$ cat src/rtl/risc8_pin_in_pkg.sv
// Shared constants for the risc8 GPIO input path: port width, reset value and counter sizing.
package risc8_pin_in_pkg;

    localparam int unsigned     GPIO_WIDTH       = 32'd8;
    localparam logic [7:0]      GPIO_RESET_VALUE = 8'h00;

    // Counter width able to hold 0..cycles.
    function automatic int unsigned cnt_width(input int unsigned cycles);
        return $clog2(cycles + 32'd1);
    endfunction

endpackage

$ cat src/rtl/risc8_pin_in_if.sv
// Pad/CPU-side bundle of the GPIO input path; slave = risc8_pin_in, master = SoC/CPU side.
interface risc8_pin_in_if #(
    parameter int unsigned WIDTH = 32'd8
);
    logic [WIDTH-1:0] pad;
    logic [WIDTH-1:0] pcmsk;
    logic             pcif_clr;
    logic [WIDTH-1:0] pin;
    logic [WIDTH-1:0] pin_chg;
    logic             pcif;
    logic             irq;

    modport master (output pad, pcmsk, pcif_clr, input pin, pin_chg, pcif, irq);
    modport slave  (input pad, pcmsk, pcif_clr, output pin, pin_chg, pcif, irq);
endinterface

$ cat src/rtl/risc8_debounce.sv
// One GPIO bit: two-flop synchroniser, optional debounce counter (RISC8_PIN_DEBOUNCE_EN), pin/pin_chg.
module risc8_debounce
    import risc8_pin_in_pkg::*;
#(
`ifdef RISC8_PIN_DEBOUNCE_EN
    parameter int unsigned DEBOUNCE_CYCLES = 32'd16,
`endif
    parameter logic        RESET_BIT       = 1'b0
) (
    input  logic clk,
    input  logic reset_n,
    input  logic pad,
    output logic pin,
    output logic pin_chg,
    output logic chg
);

    logic sync1_r;
    logic sync2_r;
    logic pin_r;
    logic pin_chg_r;
    logic chg_s;

    // Two-flop synchroniser; the only sampler of the asynchronous pad.
    always_ff @(posedge clk or negedge reset_n) begin
        if (!reset_n) begin
            sync1_r <= RESET_BIT;
            sync2_r <= RESET_BIT;
        end else begin
            sync1_r <= pad;
            sync2_r <= sync1_r;
        end
    end

`ifdef RISC8_PIN_DEBOUNCE_EN
    localparam int unsigned      CW   = cnt_width(DEBOUNCE_CYCLES);
    localparam logic [CW-1:0]    LAST = CW'(DEBOUNCE_CYCLES - 32'd1);

    logic [CW-1:0] cnt_r;

    // Change is accepted once the new level has been seen DEBOUNCE_CYCLES edges in a row.
    always_comb begin
        chg_s = 1'b0;
        if ((sync2_r != pin_r) && (cnt_r == LAST)) begin
            chg_s = 1'b1;
        end else begin
            chg_s = 1'b0;
        end
    end

    // Run-length counter of the disagreeing level; never exceeds LAST, so it cannot wrap.
    always_ff @(posedge clk or negedge reset_n) begin
        if (!reset_n) begin
            cnt_r <= {CW{1'b0}};
        end else if ((sync2_r == pin_r) || chg_s) begin
            cnt_r <= {CW{1'b0}};
        end else begin
            cnt_r <= cnt_r + CW'(1);
        end
    end
`else
    // Without debounce the stable value simply follows the synchroniser.
    always_comb begin
        chg_s = sync2_r ^ pin_r;
    end
`endif

    // Stable pin value and its one-cycle change pulse, updated together.
    always_ff @(posedge clk or negedge reset_n) begin
        if (!reset_n) begin
            pin_r     <= RESET_BIT;
            pin_chg_r <= 1'b0;
        end else begin
            pin_r     <= chg_s ? sync2_r : pin_r;
            pin_chg_r <= chg_s;
        end
    end

    assign pin     = pin_r;
    assign pin_chg = pin_chg_r;
    assign chg     = chg_s;

endmodule

$ cat src/rtl/risc8_pin_in.sv
// risc8 GPIO input port: WIDTH debounced pins plus sticky pin-change flag / irq.
// Debounce is built only when RISC8_PIN_DEBOUNCE_EN is defined; otherwise pins follow the synchroniser.
module risc8_pin_in
    import risc8_pin_in_pkg::*;
#(
    parameter int unsigned      WIDTH           = GPIO_WIDTH,
    parameter int unsigned      DEBOUNCE_CYCLES = 32'd16,
    parameter logic [WIDTH-1:0] RESET_VALUE     = WIDTH'(GPIO_RESET_VALUE)
) (
    input  logic           clk,
    input  logic           reset_n,
    risc8_pin_in_if.slave  bus
);

    if ((DEBOUNCE_CYCLES < 32'd1) || (DEBOUNCE_CYCLES > 32'd65535)) begin : g_bad_cycles
        $error("risc8_pin_in: DEBOUNCE_CYCLES must be 1..65535");
    end

    logic [WIDTH-1:0] pin_s;
    logic [WIDTH-1:0] pin_chg_s;
    logic [WIDTH-1:0] chg_s;
    logic             pcif_r;

    for (genvar i = 0; i < WIDTH; i++) begin : g_bit
        risc8_debounce #(
`ifdef RISC8_PIN_DEBOUNCE_EN
            .DEBOUNCE_CYCLES (DEBOUNCE_CYCLES),
`endif
            .RESET_BIT       (RESET_VALUE[i])
        ) u_db (
            .clk     (clk),
            .reset_n (reset_n),
            .pad     (bus.pad[i]),
            .pin     (pin_s[i]),
            .pin_chg (pin_chg_s[i]),
            .chg     (chg_s[i])
        );
    end

    // Sticky flag: a masked change on this edge wins over a simultaneous clear.
    always_ff @(posedge clk or negedge reset_n) begin
        if (!reset_n) begin
            pcif_r <= 1'b0;
        end else if (|(chg_s & bus.pcmsk)) begin
            pcif_r <= 1'b1;
        end else if (bus.pcif_clr) begin
            pcif_r <= 1'b0;
        end else begin
            pcif_r <= pcif_r;
        end
    end

    assign bus.pin     = pin_s;
    assign bus.pin_chg = pin_chg_s;
    assign bus.pcif    = pcif_r;
    assign bus.irq     = pcif_r;

endmodule

$ cat src/flat_wrapper.sv
// flat-port wrapper written by rule: the top's interface ports become plain ports
module risc8_pin_in_flat import risc8_pin_in_pkg::*;
#(
    parameter int unsigned      WIDTH           = GPIO_WIDTH,
    parameter int unsigned      DEBOUNCE_CYCLES = 32'd16,
    parameter logic [WIDTH-1:0] RESET_VALUE     = WIDTH'(GPIO_RESET_VALUE)
)
  (clk, reset_n, bus_pad, bus_pcmsk, bus_pcif_clr, bus_pin, bus_pin_chg, bus_pcif, bus_irq);
  risc8_pin_in_if #(.WIDTH(WIDTH)) bus_i ();
  input  logic clk;
  input  logic reset_n;
  input wire logic [$bits(bus_i.pad)-1:0] bus_pad;
  input wire logic [$bits(bus_i.pcmsk)-1:0] bus_pcmsk;
  input wire logic [$bits(bus_i.pcif_clr)-1:0] bus_pcif_clr;
  output wire logic [$bits(bus_i.pin)-1:0] bus_pin;
  output wire logic [$bits(bus_i.pin_chg)-1:0] bus_pin_chg;
  output wire logic [$bits(bus_i.pcif)-1:0] bus_pcif;
  output wire logic [$bits(bus_i.irq)-1:0] bus_irq;
  assign bus_i.pad = bus_pad;
  assign bus_i.pcmsk = bus_pcmsk;
  assign bus_i.pcif_clr = bus_pcif_clr;
  assign bus_pin = bus_i.pin;
  assign bus_pin_chg = bus_i.pin_chg;
  assign bus_pcif = bus_i.pcif;
  assign bus_irq = bus_i.irq;
  risc8_pin_in #(.WIDTH(WIDTH), .DEBOUNCE_CYCLES(DEBOUNCE_CYCLES), .RESET_VALUE(RESET_VALUE)) u_core (.clk(clk), .reset_n(reset_n), .bus(bus_i));
endmodule
$ cat config.mk
export PLATFORM = sky130hd
export DESIGN_NAME = risc8_pin_in_flat
export DESIGN_NICKNAME = d
export VERILOG_FILES = /design/src/rtl/risc8_pin_in_pkg.sv /design/src/rtl/risc8_pin_in_if.sv /design/src/rtl/risc8_debounce.sv /design/src/rtl/risc8_pin_in.sv /design/src/flat_wrapper.sv
export SDC_FILE = /design/constraint.sdc
export NUM_CORES = 1
export LEC_CHECK = 0
export CAP_MARGIN = 20
export CORE_ASPECT_RATIO = 0.75
export CORE_MARGIN = 2
export CORE_UTILIZATION = 40
export CTS_BUF_LIST = sky130_fd_sc_hd__clkbuf_4 sky130_fd_sc_hd__clkbuf_8
export DETAILED_ROUTE_END_ITERATION = 10
export GPL_TIMING_DRIVEN = 0
export PLACE_DENSITY = 0.89
export SLEW_MARGIN = 0
export SYNTH_ARGS = -nofsm -noshare
export SYNTH_HDL_FRONTEND = slang
export SYNTH_HIERARCHICAL = 1
export SYNTH_SLANG_ARGS = --single-unit
export TNS_END_PERCENT = 5
$ cat constraint.sdc
create_clock -name clk -period 1.1 [get_ports clk]
set_input_delay 0.22 -clock clk [delete_from_list [all_inputs] [get_ports clk]]
set_output_delay 0.22 -clock clk [all_outputs]
set_load 0.1 [all_outputs]
## Word-level counts from Yosys, hierarchy flattened

Cells that the tools add are included.

- Muxes and demuxes: 2
- Bitwise gates (word level): 9
- Reduce and logical (&&, ||, !) cells: 2

Operators by type and width:

| cell | count |
|---|---|
| $and 8x8->8 | 1 |
| $reduce_or 8->1 | 1 |
| $xor 1x1->1 | 8 |
| $mux 1 | 2 |
| $reduce_bool 2->1 | 1 |

- Flip-flop bits (word level): 33
- Word-level logic and storage cells: 46

## Depth between registers and ports, before layout

Gate-level depths: netlist of the first run.

- Depth after elaboration: 4
- Gate-level depth with buffers: 4
- Depth with buffers taken out: 4

## Modules after synthesis

Netlist of the first run, hierarchy kept.

Modules (own cells, without submodules):

| module | times used | cells an instance | area each (µm²) | sequential area each (µm²) |
|---|---|---|---|---|
| risc8_debounce | 8 | 6 | 112.6 | 100.1 |
| risc8_pin_in | 1 | 8 | 82.6 | 25.0 |

## Least setup slack after synthesis of the first run

Ideal clock, no wire load.

- Kind: reg-to-reg
- From: register u_core.g_bit[5].u_db.pin_r
- To: register u_core.pcif_r, in the netlist u_core/bus.irq
- Arrival time: 1.587 ns
- Required time: 0.963 ns
- Path slack: -0.624 ns
- Stages on the path, launching flop included: 5
- Clock period less this slack: 1.724 ns
- Cell sequence: dfrtp_1 xor2_1 a22o_1 a221oi_2 nand3_1

- Longest elaborated chain between the ends: 4
- Elaborated cells on any way between the ends: 5
- Classes of those cells: mux (1); bitwise (2); reduce/logical (2)

Ends and longest elaborated chain:

| item | line | text |
|---|---|---|
| start: declaration | risc8_debounce.sv:20 | `logic pin_r;` |
| start signal: assignment | risc8_debounce.sv:74 | `pin_r <= chg_s ? sync2_r : pin_r;` |
| $xor 1x1->1 * | risc8_debounce.sv:64 | `chg_s = sync2_r ^ pin_r;` |
| via u_core.chg_s[5] | risc8_pin_in.sv:21 | `logic [WIDTH-1:0] chg_s;` |
| $and 8x8->8 * | risc8_pin_in.sv:44 | `end else if (\|(chg_s & bus.pcmsk)) begin` |
| $reduce_or 8->1 * | risc8_pin_in.sv:44 |  |
| $mux 1 or $reduce_bool 2->1 (tied branches) | -- |  |
| end signal: assignment | risc8_pin_in.sv:49 | `pcif_r <= pcif_r;` |
| end: declaration | risc8_pin_in.sv:22 | `logic pcif_r;` |

Mark *: on every way through the listed nets, which the timed path passes. The rest lies on a longest branch.
A chain may end at the register's enable or synchronous reset.

## Worst setup path in the final report of the first run

- From: register u_core.pcif_r, in the netlist u_core/bus.irq
- To: output port bus_pcif

RTL lines:

| item | line | text |
|---|---|---|
| end: declaration | flat_wrapper.sv:17 | `output wire logic [$bits(bus_i.pcif)-1:0] bus_pcif;` |

No word-level cell between the ends.

==> reports/summary.txt, run 1 <==
Top-area cell type share of the netlist area: 0.840
Slowest cell on crit path: dfrtp_2
Width of the die: 61.3 um
Initial Util: 0.426
CP max FO: 3
Die H: 46.9 um
Clock latency on the worst-skew pair: 0.32 ns
Dominant cell type by area after synthesis: dfrtp_1
Worst Clk Skew: 0.00678 ns
Nets@finish: 119
Synth Register Bits: 33
Post-Syn Instances: 56
Yosys Warn Count: 6
Syn Area/Cell: 17.6 um^2
Violated checks: negative setup slack
Area Overhead vs Synth: 66.2%
CTS max path bufs: 2
Clock transition at path regs: 0.09 ns
DR iter-0 viols: 17
# diodes: 0
Unrepaired setup endpoints after global routing: yes
CP Cell Sequence: buf_6 -> buf_12
CTS sink count: 33
WL/cell: 12.8 um
Worst slack at placement: -0.685 ns
Hold crit path type: input port to asynchronous set/reset pin
First-pass GRT wire length: 2670 um
Min Tclk post-route: 1.27 ns
Clock power frac: 0.260
Placer congestion estimate: 0.628
Initial antenna violation count: 0
Register area share after synthesis: 0.840
Max incr delay on CP: 0.44 ns
Most numerous cell in the Yosys netlist: dfrtp_1
Rows: 15
Main synth FF type: dfrtp_1
Leakage Power: 0.716 nW
Setup slack after layout: -0.169 ns
Switch Pwr: 0.000863 W
Slew @ Worst Pin: 0.655 ns
Gr usage total: 0.145
Slew HR: 0.562
Status: complete, but fails checks
Hold_ws: 0.292 ns
I/O pin total: 37
Detailed Routing Iterations Pass 1: 4
Root buffer cell: clkbuf_4
Commonest cells post-synth: 33 x dfrtp_1, 8 x clkbuf_1, 8 x xor2_1
Yosys cell types: 10
Fin Setup TNS: -1.20 ns
Fillers: 152
Total power: 0.00277 W
H-tree levels: 2
Routed Antenna Nets: 0
Sw Ratio: 0.311
Final hold vios: 0
Vias in the first global route: 618
Maximum vdd drop: 882 uV
Core footprint: 0.00231 mm^2
Syn_nets: 75
Crit share post-route: 1.15
Pin count of the biggest net entering global routing: 22
Synthesized area: 983 um^2
Crit path launch type: register
Seq pwr share: 0.487
Max cap viols: 0
Async set-or-reset flop fraction in the synthesized netlist: 1.00
Fin. max-slew vios: 0
Port-buffer cells: 36
Routed WL: 1720 um
Cell Pwr Density: 1700 mW/mm^2
Crit Path Class: register to primary output
# setup viols final: 19
CTS buffer count: 5
Vias per inst: 4.27
Post-synth EDFFs: 0
CP required: 0.88 ns
Routed vias: 577
Die area: 0.00288 mm^2
Final Util: 0.708
Logic pwr share: 0.253
F_max: 0.788 GHz
Element type at the critical path end: primary output
CTS tree: yes
Layout cells sized above 1: 0.376
Pint: 0.00191 W
Post-CTS Setup Bufs: 0
DRC: 0
Largest cells by area after synthesis: dfrtp_1 84%, xor2_1 7.1%, clkbuf_1 3.1%
Grt ovf: 0
Worst Path Arrival: 1.05 ns
[cells by family (layout without fill, tap and decap cells)]
group | count (synthesis) | count (layout) | share of synthesized area
flops | 33 | 33 | 0.840
simple gates | 1 | 1 | 0.00508
xor+xnor | 8 | 8 | 0.0712
compound gates | 4 | 4 | 0.0420
buf+inv | 10 | 55 | 0.0420
[power by group through the flow]
stage          sequential (W)  combinational, W  clock [W]
5_1_grt               0.00136          0.000731   0.000813
4_1_cts               0.00135          0.000689   0.000764
2_1_floorplan         0.00170         0.0000655          0
3_3_place_gp          0.00135          0.000611          0
6_report              0.00135          0.000701   0.000721
3_5_place_dp          0.00135          0.000629          0
[repair_timing]
item / in CTS / in global routing
cloned: 0 / 0
pin swaps: 2 / 0
setup endpoints to repair: 19 / 19
resized for setup: 146 / 7
hold buffers: 0 / 0
[state kept, by name, indices dropped and copies added, names as in the netlist]
| register | cells |
|---|---|
| u_core/g_bit.u_db/sync2_r | 8 |
| u_core/g_bit.u_db/pin_chg | 8 |
| u_core/g_bit.u_db/pin | 8 |
| u_core/g_bit.u_db/sync1_r | 8 |
| u_core/bus.irq | 1 |
[final cells by class]
cell class                 instances  area [um^2]  area share
multi-input combinational         13          116      0.0712
tap                               34         42.5      0.0260
buffer                             9         41.3      0.0253
timing repair buffer              37          519       0.318
inverter                           1         3.75     0.00230
clock buffer                       8         66.3      0.0406
sequential                        33          845       0.517
[path summary, 6_finish.rpt]
path                                                   start                           end  slack (ns)  cells after the start
worst max-delay path                          u_core/bus.irq                      bus_pcif       -0.17                      2
worst min-delay path                                 reset_n  u_core/g_bit[0].u_db/sync2_r        0.29                      1
worst max register to register      u_core/g_bit[2].u_db/pin                u_core/bus.irq       -0.16                      3
worst min register to register  u_core/g_bit[1].u_db/sync1_r  u_core/g_bit[1].u_db/sync2_r        0.35                      0
max in group asynchronous                            reset_n      u_core/g_bit[2].u_db/pin        0.27                      2
min in group clk                                  bus_pad[3]  u_core/g_bit[3].u_db/sync1_r        0.32                      1
[layout by cell type, fill, tap and decap left out, drive strengths merged]
| cell type | Yosys | final |
|---|---|---|
| a221oi | 1 | 1 |
| inv | 1 | 1 |
| a222oi | 1 | 1 |
| clkbuf | 8 | 16 |
| nand3 | 1 | 1 |
| dfrtp | 33 | 33 |
| a22o | 1 | 1 |
| a22oi | 1 | 1 |
| xor2 | 8 | 8 |
| clkdlybuf4s50 | 0 | 18 |
| buf | 1 | 20 |
[layer usage]
metal | track usage | vias up | wire length, um
li1 | - | 266 | -
met1 | 0.143 | 281 | 600
met2 | 0.255 | 26 | 919
met3 | 0.0771 | 4 | 165
met4 | 0.0652 | 0 | 37
met5 | 0 | - | 0
[worst max-delay path, delay by kind of cell, from the launching register on]
family   cells  cell delay, ns
flops        1            0.44
buf+inv      2            0.28
[per-stage QoR]
| stage | cells | cell area [um^2] |
|---|---|---|
| final | 135 | 1630 |
| after global routing | 135 | 1630 |
| after CTS | 135 | 1600 |
| after detailed placement | 127 | 1430 |
| after global placement | 126 | 1410 |
| after floorplan | 56 | 1000 |
No activity file was read; power rests on OpenSTA's default activity.
==> run 2, diff against run 1 <==
--- a/config.mk
+++ b/config.mk
@@ -8,11 +8,11 @@
 export CAP_MARGIN = 20
 export CORE_ASPECT_RATIO = 0.75
 export CORE_MARGIN = 2
-export CORE_UTILIZATION = 40
+export CORE_UTILIZATION = 44
 export CTS_BUF_LIST = sky130_fd_sc_hd__clkbuf_4 sky130_fd_sc_hd__clkbuf_8
 export DETAILED_ROUTE_END_ITERATION = 10
 export GPL_TIMING_DRIVEN = 0
-export PLACE_DENSITY = 0.89
+export PLACE_DENSITY = 0.92
 export SLEW_MARGIN = 0
 export SYNTH_ARGS = -nofsm -noshare
 export SYNTH_HDL_FRONTEND = slang
==> constraint.sdc (replaced) <==
create_clock -name clk -period 1.4 [get_ports clk]
set_input_delay 0.28 -clock clk [delete_from_list [all_inputs] [get_ports clk]]
set_output_delay 0.28 -clock clk [all_outputs]
set_load 0.1 [all_outputs]
==> run 2 against run 1 <==
  * The flow finishes with violations (design-rule violations)
  * Clock power decreased by 26%
  * Register-to-register slack improved by 0.33 ns
  * Final cell count down 8.1%
  * Critical path type unchanged
  * Largest cell class unchanged
  * Largest power group unchanged
==> reports/summary.txt, run 2 (synthesized netlist as in run 1, its figures left out) <==
Area Overhead vs Synth: 44.5%
Initial antenna violation count: 0
Routed Antenna Nets: 0
Slew HR: 0.589
Pin count of the biggest net entering global routing: 23
First-pass GRT wire length: 2350 um
Number of hold buffers added after CTS: 0
Min Tclk post-route: 1.34 ns
Initial Util: 0.476
CP required: 1.12 ns
DP Area: 0.00141 mm^2
Leakage Power: 0.646 nW
Fin. max-slew vios: 0
Status: complete, but fails checks
Clock transition at path regs: 0.09 ns
Crit share post-route: 0.959
DRC: 4
CTS sink count: 33
Grt ovf: 0
Max incr delay on CP: 0.42 ns
Reg2reg path depth: 4
Design area: 0.00142 mm^2
Worst r2r src: u_core/g_bit[5].u_db/pin
Fillers: 155
Worst Path Arrival: 1.06 ns
H-tree levels: 2
Die area: 0.00263 mm^2
DR iter-0 viols: 14
Bufs and invs on worst path: 1
R2r setup slk: 0.17 ns
Placed insts: 117
Slowest cell on crit path: buf_2
Vias per inst: 4.48
Slew @ Worst Pin: 0.615 ns
Rows: 14
Most frequent cells in the layout: 27 x dfrtp_1, 18 x clkdlybuf4s50_1, 12 x clkbuf_4
Crit path launch type: register
Crit Path Class: register to primary output
Violated checks: design-rule violations
Unrepaired setup endpoints after global routing: no
Clock latency on the worst-skew pair: 0.32 ns
Nets@finish: 119
CTS buffer count: 5
Most common cell after layout, fill and taps aside: dfrtp_1
Detailed Routing Iterations Pass 1: 7
CP Cell Sequence: buf_2
Hold crit path type: input port to asynchronous set/reset pin
Worst R2R End: u_core/bus.irq
I/O pin total: 37
Maximum vdd drop: 808 uV
# setup viols final: 0
Placer congestion estimate: 0.624
Routed WL: 1470 um
Worst Clk Skew: 0.00592 ns
Cell Count, Final, Fillers Out: 124
Cell Pwr Density: 1440 mW/mm^2
Element type at the critical path end: primary output
CTS max path bufs: 2
Vias in the first global route: 551
Max cap viols: 0
CP max FO: 1
Port-buffer cells: 36
# diodes: 0
Root buffer cell: clkbuf_4
Gr usage total: 0.136
Routed vias: 556
Core footprint: 0.00207 mm^2
WL/cell: 11.9 um
Layout cells sized above 1: 0.340
Final hold vios: 0
CTS tree: yes
F_max: 0.745 GHz
Cell family with the largest share of critical-path delay: buffers and inverters
Die H: 44.9 um
Hold_ws: 0.337 ns
Total power: 0.00204 W
Hpwl dp: 1120 um
Width of the die: 58.6 um
==> run 2: changes by cell type in the layout (fill, tap and decap cells not counted), sizes merged <==
cell,previous run,this run
buf,20,14
clkbuf,16,21
==> run 2: routing by layer <==
| layer | routed length [um] | global-route usage |
|---|---|---|
| met4 | 20 | 0.109 |
| met3 | 197 | 0.0688 |
| met5 | 0 | 0 |
| met2 | 683 | 0.200 |
| met1 | 573 | 0.150 |
==> run 2: worst reg2reg max path: stages, from the launching register on <==
cell and delay (ns):
dfrtp_2 0.42, xor2_1 0.17, a22o_1 0.24, a221oi_2 0.18, nand3_1 0.10
==> run 2: repair_timing <==
action                                  4_1_cts  5_1_grt
gates resized for setup                      99        8
gates cloned                                  0        0
endpoints found under the setup margin       18        7
buffers inserted                              0        0
==> run 2: worst max path at each step <==
| stage | startpoint | end | depth (start not counted) |
|---|---|---|---|
| after floorplan | u_core/g_bit[1].u_db/pin | u_core/bus.irq | 3 |
| after global placement | reset_n | u_core/g_bit[4].u_db/pin | 1 |
| after detailed placement | u_core/bus.irq | bus_pcif | 2 |
| after CTS | u_core/g_bit[3].u_db/pin_chg | bus_pin_chg[3] | 1 |
| after global routing | u_core/g_bit[4].u_db/pin_chg | bus_pin_chg[4] | 1 |
| final | u_core/g_bit[4].u_db/pin_chg | bus_pin_chg[4] | 1 |
==> run 2: area by class of cell <==
cell class / instances / area (um^2) / share of cell area
Inverter: 1 / 3.75 / 0.00264
Clock buffer: 7 / 58.8 / 0.0414
Buffer: 9 / 37.5 / 0.0264
Sequential cell: 33 / 833 / 0.586
Timing Repair Buffer: 37 / 342 / 0.240
Multi-Input combinational cell: 13 / 116 / 0.0819
Tap cell: 24 / 30.0 / 0.0211
==> run 2: power breakdown <==
group / switching [W] / internal (W) / total [W]
Sequential: 0.0000244 / 0.00101 / 0.00104
Combinational: 0.000352 / 0.000120 / 0.000472
Clock: 0.000277 / 0.000256 / 0.000533
Total: 0.000653 / 0.00139 / 0.00204
==> run 2: through the flow <==
stage / util / worst slack, ns / setup TNS, ns
floorplan: - / -0.188 / -0.188
global placement: 0.668 / -0.583 / -22.42
detailed placement: 0.682 / -0.447 / -6.20
CTS: 0.681 / -0.0821 / -0.0821
global route: 0.688 / 0.000107 / 0
finish: 0.688 / 0.0578 / 0
==> run 3, diff against run 2 <==
==> constraint.sdc (replaced) <==
create_clock -name clk -period 1.5 [get_ports clk]
set_input_delay 0.3 -clock clk [delete_from_list [all_inputs] [get_ports clk]]
set_output_delay 0.3 -clock clk [all_outputs]
set_load 0.1 [all_outputs]
==> run 3 against run 2 <==
  * The run still ends with design-rule violations left
  * Hold slack gained 0.010 ns
  * Wire length grew 11%
  * Setup slack gained 0.0021 ns
  * Combinational power shrank 9.5%
  * Clock power shrank 13%
  * Clock skew is essentially flat
  * Critical path depth is the same
  * Sequential power shrank 7%
  * Critical endpoint is now bus_pin[3]
==> reports/summary.txt, run 3 (synthesized netlist as in run 1, its figures left out) <==
Pin count of the biggest net entering global routing: 23
Reg2reg path depth: 4
Final hold vios: 0
Worst Path Arrival: 1.14 ns
Sequential cell area: 831 um^2
R2r setup slk: 0.26 ns
DR iter-0 viols: 14
Element type at the critical path end: primary output
Design area: 0.00138 mm^2
Worst slack at placement: -0.374 ns
Rows: 14
Area Overhead vs Synth: 40.2%
First-pass GRT wire length: 2710 um
Detailed Routing Iterations Pass 1: 7
Layout cells sized above 1: 0.327
Setup slack after layout: 0.0599 ns
Gr usage total: 0.156
Area of the multi-input gates: 116 um^2
Max cap viols: 0
Port-buffer cells: 36
Min Tclk post-route: 1.44 ns
Max incr delay on CP: 0.44 ns
Placed insts: 117
Root buffer cell: clkbuf_4
Fillers: 166
Crit share post-route: 0.960
Vias per inst: 4.48
Routed WL: 1640 um
Worst R2R End: u_core/bus.irq
Clock transition at path regs: 0.09 ns
# diodes: 0
WL/cell: 13.1 um
Worst r2r src: u_core/g_bit[5].u_db/pin
Most common cell after layout, fill and taps aside: dfrtp_1
# setup viols final: 0
Grt ovf: 0
Fin. max-slew vios: 0
Cell Pwr Density: 1350 mW/mm^2
DRC: 4
Leakage Power: 0.635 nW
F_max: 0.694 GHz
Hold crit path type: input port to asynchronous set/reset pin
Status: complete, but fails checks
Clock latency on the worst-skew pair: 0.32 ns
Routed vias: 560
Worst Clk Skew: 0.00599 ns
CP max FO: 2
Cell Count, Final, Fillers Out: 125
Cell family with the largest share of critical-path delay: buffers and inverters
Crit path launch type: register
Maximum vdd drop: 671 uV
Slowest cell on crit path: buf_2
H-tree levels: 2
Die H: 44.9 um
CP Cell Sequence: buf_2
Total power: 0.00186 W
CP required: 1.20 ns
Bufs and invs on worst path: 1
Vias in the first global route: 611
Slew @ Worst Pin: 0.609 ns
Width of the die: 58.6 um
Core footprint: 0.00207 mm^2
Slew HR: 0.593
CTS buffer count: 5
CTS tree: yes
Unrepaired setup endpoints after global routing: no
Violated checks: design-rule violations
Initial antenna violation count: 0
Initial Util: 0.476
CTS sink count: 33
Routed Antenna Nets: 0
Placer congestion estimate: 0.623
Crit Path Class: register to primary output
I/O pin total: 37
Die area: 0.00263 mm^2
CTS max path bufs: 2
Most frequent cells in the layout: 29 x dfrtp_1, 18 x clkdlybuf4s50_1, 15 x buf_2
Hpwl dp: 1240 um
DP Area: 0.00141 mm^2
Nets@finish: 119
## run 3: changes by cell type in the layout (fill, tap and decap cells not counted)
cell      before  now
dfrtp_2        6    4
buf_6          1    0
buf_2          2   15
buf_4         10    2
clkbuf_8       1    0
dfrtp_1       27   29
clkinv_2       0    2
clkbuf_4      12    8
## run 3: through the flow
step,hold WS [ns],utilization,setup TNS [ns]
2_1_floorplan,0.00441,-,-0.129
3_3_place_gp,0.334,0.667,-18.20
3_5_place_dp,0.335,0.680,-4.81
4_1_cts,0.353,0.677,0
5_1_grt,0.370,0.667,0
6_report,0.348,0.667,0
## run 3: metal layers
layer / share of wire / global-route usage / vias up
met5: 0 / 0 / -
met4: 0 / 0.0682 / 0
met3: 0.13 / 0.103 / 0
met2: 0.51 / 0.247 / 32
met1: 0.36 / 0.165 / 267
li1: - / - / 261
## run 3: worst max path at each step
stage,start,endpoint,slack (ns),depth (start not counted)
3_5_place_dp,u_core/bus.irq,bus_pcif,-0.37,2
3_3_place_gp,reset_n,u_core/g_bit[2].u_db/pin,-0.51,1
4_1_cts,u_core/g_bit[3].u_db/pin_chg,bus_pin_chg[3],0.0008,1
6_report,u_core/g_bit[3].u_db/pin,bus_pin[3],0.06,1
2_1_floorplan,u_core/g_bit[4].u_db/pin,u_core/bus.irq,-0.13,3
5_1_grt,u_core/g_bit[3].u_db/pin,bus_pin[3],0.002,1
## run 3: worst reg2reg max path, stage by stage, from the launching register on
cell and delay [ns]:
dfrtp_2 0.42, xor2_1 0.18, a22o_1 0.25, a221oi_2 0.17
nand3_1 0.10
## run 3: cell type report
type	count	share of cell area
flip-flops and latches	33	0.603
repair buffers	37	0.221
multi-input cells	13	0.0844
clock buffers	6	0.0327
plain buffers	9	0.0272
well taps	24	0.0218
clock inverters	2	0.00726
inverters	1	0.00272
## run 3: power by group
part	switching (W)	internal [W]	leakage (nW)	total, W
clock network	0.000269	0.000196	0.0354	0.000465
logic	0.000330	0.0000971	0.221	0.000427
registers	0.0000230	0.000945	0.379	0.000968
## run 3: repair_timing
item / CTS / global route
setup endpoints to repair: 18 / 7
resized for setup: 86 / 7
hold buffers: 0 / 0
pin swaps: 0 / 0
buffers inserted: 0 / 0
